### config.mk
export PLATFORM = sky130hd
export DESIGN_NAME = core_feeder
export DESIGN_NICKNAME = d
export VERILOG_FILES = /design/src/rtl/core_feeder.sv
export SDC_FILE = /design/constraint.sdc
export NUM_CORES = 1
export LEC_CHECK = 0
export BUFFER_PORTS_ARGS = -buffer_cell sky130_fd_sc_hd__buf_2
export CORE_MARGIN = 5
export CORE_UTILIZATION = 55
export CTS_BUF_LIST = sky130_fd_sc_hd__clkbuf_16
export DETAILED_ROUTE_END_ITERATION = 16
export GPL_ROUTABILITY_DRIVEN = 0
export GPL_TIMING_DRIVEN = 0
export PLACE_DENSITY = 0.79
export SYNTH_ARGS = -nofsm -noshare
export SYNTH_HDL_FRONTEND = slang
export SYNTH_SLANG_ARGS = --single-unit
export TNS_END_PERCENT = 30
### constraint.sdc
create_clock -name clk -period 5.6 [get_ports clk]
set_input_delay 0.56 -clock clk [delete_from_list [all_inputs] [get_ports clk]]
set_output_delay 0.56 -clock clk [all_outputs]
set_load 0.02 [all_outputs]
### src/rtl/core_feeder.sv
// Packs a host element stream into pr-lane words, writes them row by row into the
// core memory, then sequences one read/execute instruction per buffered row.
`timescale 1ns/1ps
module core_feeder #(
  parameter int unsigned bw    = 8,
  parameter int unsigned pr    = 8,
  parameter int unsigned depth = 16
) (
  input  logic                clk,
  input  logic                reset,
  input  logic [bw-1:0]       in_data,
  input  logic                in_valid,
  output logic                in_ready,
  input  logic                start_exec,
  output logic [pr*bw-1:0]    mem_in,
  output logic [16:0]         inst,
  output logic                busy,
  output logic                done
);

  localparam int unsigned lw = (pr > 1) ? $clog2(pr) : 1;
  localparam int unsigned rw = $clog2(depth) + 1;
  localparam logic [rw-1:0] depth_c = rw'(depth);

  typedef enum logic [1:0] {PACK, WRITE, EXEC, DONE} state_t;

  state_t            state;
  logic [lw-1:0]     lane_cnt;
  logic [rw-1:0]     row_cnt;
  logic [rw-1:0]     exec_cnt;
  logic [pr*bw-1:0]  pack;
  logic              pending;

  logic              accept;
  logic              last_lane;
  logic              lane_any;
  logic [pr*bw-1:0]  pack_n;

  // {zero, execute, read, write, address}
  function automatic logic [16:0] mk_inst(input logic [3:0] addr, input logic wr,
                                          input logic rd, input logic ex);
    return {10'd0, ex, rd, wr, addr};
  endfunction

  // Current row word including the element accepted this cycle
  always_comb begin
    accept    = in_valid && in_ready && (state == PACK);
    last_lane = accept && (lane_cnt == lw'(pr - 1));
    lane_any  = accept || (lane_cnt != '0);
    pack_n    = pack;
    for (int unsigned l = 0; l < pr; l++) begin
      if (accept && (lane_cnt == lw'(l))) pack_n[l*bw +: bw] = in_data;
    end
  end

  always_ff @(posedge clk or posedge reset) begin
    if (reset) begin
      state    <= PACK;
      lane_cnt <= '0;
      row_cnt  <= '0;
      exec_cnt <= '0;
      pack     <= '0;
      pending  <= 1'b0;
      mem_in   <= '0;
      inst     <= '0;
      busy     <= 1'b0;
      done     <= 1'b0;
      in_ready <= 1'b0;
    end else begin
      done <= 1'b0;
      case (state)
        PACK: begin
          if (accept) begin
            lane_cnt <= lane_cnt + lw'(1);
            pack     <= pack_n;
          end
          // Unfilled lanes are already zero because pack is cleared after every write
          if (last_lane || (start_exec && lane_any)) begin
            state    <= WRITE;
            mem_in   <= pack_n;
            pack     <= '0;
            lane_cnt <= '0;
            pending  <= start_exec;
            inst     <= mk_inst(4'(row_cnt), 1'b1, 1'b0, 1'b0);
            busy     <= 1'b1;
            in_ready <= 1'b0;
          end else if (start_exec) begin
            busy     <= 1'b1;
            in_ready <= 1'b0;
            exec_cnt <= '0;
            if (row_cnt != '0) begin
              state <= EXEC;
              inst  <= mk_inst(4'd0, 1'b0, 1'b1, 1'b1);
            end else begin
              state <= DONE;
              inst  <= '0;
              done  <= 1'b1;
            end
          end else begin
            in_ready <= (row_cnt < depth_c);
          end
        end
        WRITE: begin
          row_cnt <= row_cnt + rw'(1);
          if (pending) begin
            pending  <= 1'b0;
            state    <= EXEC;
            exec_cnt <= '0;
            inst     <= mk_inst(4'd0, 1'b0, 1'b1, 1'b1);
          end else begin
            state    <= PACK;
            inst     <= '0;
            busy     <= 1'b0;
            in_ready <= ((row_cnt + rw'(1)) < depth_c);
          end
        end
        EXEC: begin
          if (exec_cnt == (row_cnt - rw'(1))) begin
            state <= DONE;
            inst  <= '0;
            done  <= 1'b1;
          end else begin
            exec_cnt <= exec_cnt + rw'(1);
            inst     <= mk_inst(4'(exec_cnt + rw'(1)), 1'b0, 1'b1, 1'b1);
          end
        end
        DONE: begin
          state    <= PACK;
          row_cnt  <= '0;
          exec_cnt <= '0;
          lane_cnt <= '0;
          pack     <= '0;
          pending  <= 1'b0;
          busy     <= 1'b0;
          in_ready <= 1'b1;
        end
        default: begin
          state <= PACK;
          inst  <= '0;
          busy  <= 1'b0;
        end
      endcase
    end
  end

endmodule

=== After elaboration in Yosys (flattened, before gate mapping) ===
Index checks and enable logic that the tools add are counted.

* Eq/ne operators: 20
* Reductions and logical operators: 31
* $lt $le $gt $ge: 2
* $add $sub $neg: 4
* Muxes and demuxes: 47

{| class="wikitable"
|+ Operator list
! operator !! count
|-
| 64-bit 2-to-1 mux || 2
|-
| 64-bit one-hot mux with 2 select lines || 1
|-
| 8-bit 2-to-1 mux || 8
|-
| 17-bit one-hot mux with 3 select lines || 1
|-
| 17-bit 2-to-1 mux || 2
|-
| 7-bit 2-to-1 mux || 3
|-
| 5-bit 2-to-1 mux || 4
|-
| 5-bit one-hot mux with 4 select lines || 1
|-
| 3-bit == test (second input constant) || 4
|-
| 1-bit 2-to-1 mux || 12
|-
| 2-bit != test (second input constant) || 6
|-
| 2-bit AND reduction || 6
|-
| 1-bit logical AND || 11
|-
| 5-bit by 1-bit adder with 5-bit output (second input constant) || 2
|-
| 5-bit < comparator (second input constant) || 2
|-
| 5-bit one-hot mux with 2 select lines || 1
|-
| 3-bit nonzero test || 3
|-
| 2-bit 2-to-1 mux || 4
|-
| 2-bit one-hot mux with 4 select lines || 1
|-
| 3-bit by 2-bit == test with 1-bit output (second input constant) || 2
|-
| 3-bit 2-to-1 mux || 2
|-
| 3-bit by 2-bit != test with 1-bit output (second input constant) || 2
|-
| 1-bit one-hot mux with 3 select lines || 2
|-
| 3-bit one-hot mux with 2 select lines || 1
|-
| other kinds (16) || 21
|}

* Logic and storage cells: 115
* Register bits after elaboration: 164
* Bits of input ports: 12

=== Logic depth before layout (Yosys ltp) ===
* Depth in word-level cells: 7
* Gate-level depth with buffers: 9
* Depth with buffers taken out: 7

=== Least setup slack after synthesis ===
No wires, ideal clock.

* Path type: register to register
* From: reg row_cnt[0]
* To: reg state[0]
* Arrival time: 1.986 ns
* Data required time: 5.475 ns
* Stages on the path, launching flop included: 9
* Setup slack: 3.489 ns
* Period minus slack after synthesis: 2.111 ns
* Cells stage by stage: dfrtp_1 -> clkbuf_2 -> inv_1 -> ha_1 -> xor2_1 -> o211ai_1 -> a211o_1 -> a21boi_2 -> mux2_2

* Cells in the longest elaborated chain, start to end: 5

{| class="wikitable"
|+ RTL lines
! item !! RTL line !! text
|-
| start: declaration || 29 || <nowiki>logic [rw-1:0] row_cnt;</nowiki>
|-
| start signal: assignment || 104 || <nowiki>row_cnt <= row_cnt + rw'(1);</nowiki>
|-
| parallel branches: the longest is 5 deep, another holds 5-bit by 1-bit subtractor with 5-bit output || n/a ||
|-
| end signal: assignment || 79 || <nowiki>state <= WRITE;</nowiki>
|-
| end signal: assignment || 92 || <nowiki>state <= EXEC;</nowiki>
|-
| end signal: assignment || 95 || <nowiki>state <= DONE;</nowiki>
|-
| end: declaration || 27 || <nowiki>state_t state;</nowiki>
|}

Parallel ways; which one is timed is not known. The select of a mux whose other input is x is not followed.
A chain may end at the register's enable or synchronous reset.

=== Final worst setup path ===
* From: reg lane_cnt[0]
* To: reg pending

* Cells in the longest elaborated chain, start to end: 6

{| class="wikitable"
|+ RTL lines
! item !! RTL line !! text
|-
| start: declaration || 28 || <nowiki>logic [lw-1:0] lane_cnt;</nowiki>
|-
| start signal: assignment || 74 || <nowiki>lane_cnt <= lane_cnt + lw'(1);</nowiki>
|-
| 3-bit nonzero test || 49 || <nowiki>lane_any = accept || (lane_cnt != '0);</nowiki>
|-
| 1-bit logical OR || 49 ||
|-
| 1-bit logical AND || 78 || <nowiki>if (last_lane || (start_exec && lane_any)) begin</nowiki>
|-
| 1-bit logical OR * || 78 ||
|-
| 2-bit by 1-bit != test with 1-bit output (no line) * || n/a ||
|-
| 2-bit AND reduction (no line) * || n/a ||
|-
| end signal: assignment || 83 || <nowiki>pending <= start_exec;</nowiki>
|-
| end: declaration || 32 || <nowiki>logic pending;</nowiki>
|}

Every way passes the cells marked *; elsewhere a longest branch is shown, timed or not.

==> metrics <==
CTS HTree Levels=4; commonest non-fill, non-tap cell in the layout=dfrtp_1; GRT Overall Usage=24.6%; share of cells above drive strength 1=21.4%; first-pass GRT wire length=28.2 mm; Net count, final=779; sequential area share after synthesis=53.8%; status=complete, no violations; Avg WL per Cell=18.8 um; Starting Density=56.2%; final hold slack=0.246 ns; Mapped Cells=638; Max Fclk=0.349 GHz; pwr dens=484 nW/um^2; Max Fanout on Critical Path=10; HPWL after detailed placement=12.2 mm; routed vias/inst=5.77; CP required=5.94 ns; clock transition at the registers of the reported paths=0.06 ns; syn avg cell area=11.2 sq um; setup_tns=0 ns; share of flip-flops with an asynchronous set or reset=100%; Skew-Pair Late Insertion Delay=0.44 ns; Synth top area share=53.8%; Post-CTS Hold Buffers=0; core area=12700 sq um; Worst R2R Start=lane_cnt[0]; YS warnings=0; post-CTS resize count=0; Final ANT Viol Nets=0; cts bufs inserted=17; Post-synth EDFFs=0; Detailed Route Iter0 Violations=491; MaxCap Viol Count=0; Place WS=2.77 ns; Synth Register Bits=153; crit path from=lane_cnt[0]; fin crit period=2.87 ns; ys flop type=dfrtp_1; unique cell type count in the Yosys netlist=52; IO Count=96; startpoint types=register; endpoint class of the critical path=register; setup repair bufs after CTS=0; crit-path max cell delay=0.54 ns; die width=124 um; design area=8430 sq um; largest area contributor in the netlist=dfrtp_1; clock tree root driver cell=clkbuf_16; Die Y=124 um; die area=15300 sq um; n_diodes=0; total grt overflow=0; maximum buffer depth of the clock tree=2; period utilisation layout=51.2%; P&R area growth vs syn=18.4%; # clock sinks=153; largest net degree at the start of global routing=78; CP top delay family=buffers and inverters; worst-margin pin slew=0.784 ns; row count=41; Slew Limit Fails=0; RSZ-0062 raised after global routing=no; relative slew slack=47.4%; dpl cell area=7830 sq um; drt drc=0; Data arrival, critical path=3.21 ns; Final Hold Vio Count=0; Leak Pwr=0.00433 uW; slowest cell on the critical path=o21ai_1; IO buf count=85; total wire length=17.6 mm; critical setup path kind=register to register; commonest non-fill, non-tap cells in the layout=dfrtp_1, buf_2, nand2_1, o21ai_0, mux2i_1; vias in the first global route=5312; initial antenna violation count=0; Hold Crit Class=input pin to async pin; CP bufs+invs=3; CTS tree=done; Max VDD drop=0.000239 V; largest cells by area after synthesis=dfrtp_1, mux2i_1, a22o_1; Finish-stage setup viols=0; worst setup margin=2.73 ns; drt first pass iters=5; via count=5411; worst path cell trace=inv_1 > ha_1 > nor2b_1 > a21oi_1 > o21ai_1 > buf_2 > clkbuf_1 > o211ai_1 > o21ai_0; Worst Skew=0.00855 ns; mapped cell area=7120 sq um
worst paths after layout:
| kind | end | slack [ns] | depth (start not counted) |
|---|---|---|---|
| setup / recovery | pending | 2.73 | 9 |
| hold / removal | mem_in[17] | 0.25 | 2 |
| setup reg to reg | pending | 2.73 | 9 |
| hold reg to reg | inst[4] | 0.47 | 1 |
| max in group asynchronous | pack[53] | 4.54 | 3 |
| min in group clk | pending | 0.47 | 3 |
final cells by class:
cell class              instances  area [sq um]
clock buffers                  17           425
plain buffers                  53           269
well taps                     172           215
inverters                      21          83.8
clock inverters                15           175
repair buffers                 86           453
multi-input cells             420          2980
fillers                      1002          4240
flip-flops and latches        153          3830
through the flow:
step	utilization (%)	std cells	total power, uW
final	66.5	937	4080
after global routing	66.5	937	4300
after CTS	66.5	937	4090
after detailed placement	61.8	905	2910
after global placement	61.5	904	2850
after floorplan	-	647	2490
registers in the layout, summed over array words and instances (netlist names):
| signal | cells |
|---|---|
| busy | 1 |
| done | 1 |
| exec_cnt | 5 |
| in_ready | 1 |
| inst | 6 |
| lane_cnt | 3 |
| mem_in | 64 |
| pack | 64 |
| pending | 1 |
| row_cnt | 5 |
| state | 2 |
cell families (layout without fill, tap and decap cells):
family                   after synthesis  in the layout  synth area share [%]
AO/OA/AOI/OAI                        178            178                  18.3
flip-flops                           153            153                  53.8
AND/OR/NAND/NOR                      137            137                  9.26
buffers and inverters                 74            192                  4.88
multiplexers                          70             70                  9.88
adder cells (fa/ha/maj)               15             15                  2.64
XOR/XNOR                              10             10                  1.23
other                                  1             10                0.0527
routing by layer:
layer  vias up  wire [um]  GRT usage (%)
li1       2470          -              -
met1      2690       7400           33.4
met2       223       8430           38.3
met3        28       1360           5.86
met4         0        462           9.76
met5         -          0              0
where the power goes:
part	switching (uW)	total [uW]	internal [uW]	leakage (uW)
clock	469	1170	701	0.000296
sequential	113	1380	1260	0.00211
combinational	1040	1530	492	0.00192
total	1620	4080	2460	0.00433
Yosys cell counts, types with 2 or more instances:
library cell / number
ha_1: 15
nand3_1: 6
o21ai_4: 8
o31ai_1: 4
buf_1: 2
a22o_1: 56
nor3_1: 4
a22oi_1: 4
a21oi_1: 8
nand4_1: 2
o22ai_1: 5
nand2_1: 74
o211ai_1: 6
or2_2: 2
and3_1: 4
nor2_1: 16
o31a_1: 2
xnor2_1: 6
a211oi_1: 2
xor2_1: 4
clkbuf_1: 24
buf_2: 11
nor4_1: 2
mux2i_1: 68
nand2b_1: 2
buf_4: 12
nor2_4: 4
nor2b_1: 15
dfrtp_1: 153
a31oi_1: 4
inv_1: 21
mux2_2: 2
clkbuf_2: 3
o21ai_1: 2
o21ai_0: 68
worst register-to-register path: stages (launching register included):
cell and delay [ns]:
dfrtp_1 0.40, inv_1 0.13, ha_1 0.21, nor2b_1 0.20
a21oi_1 0.16, o21ai_1 0.54, buf_2 0.40, clkbuf_1 0.46
o211ai_1 0.16, o21ai_0 0.11
(Power assumes the default switching activity.)
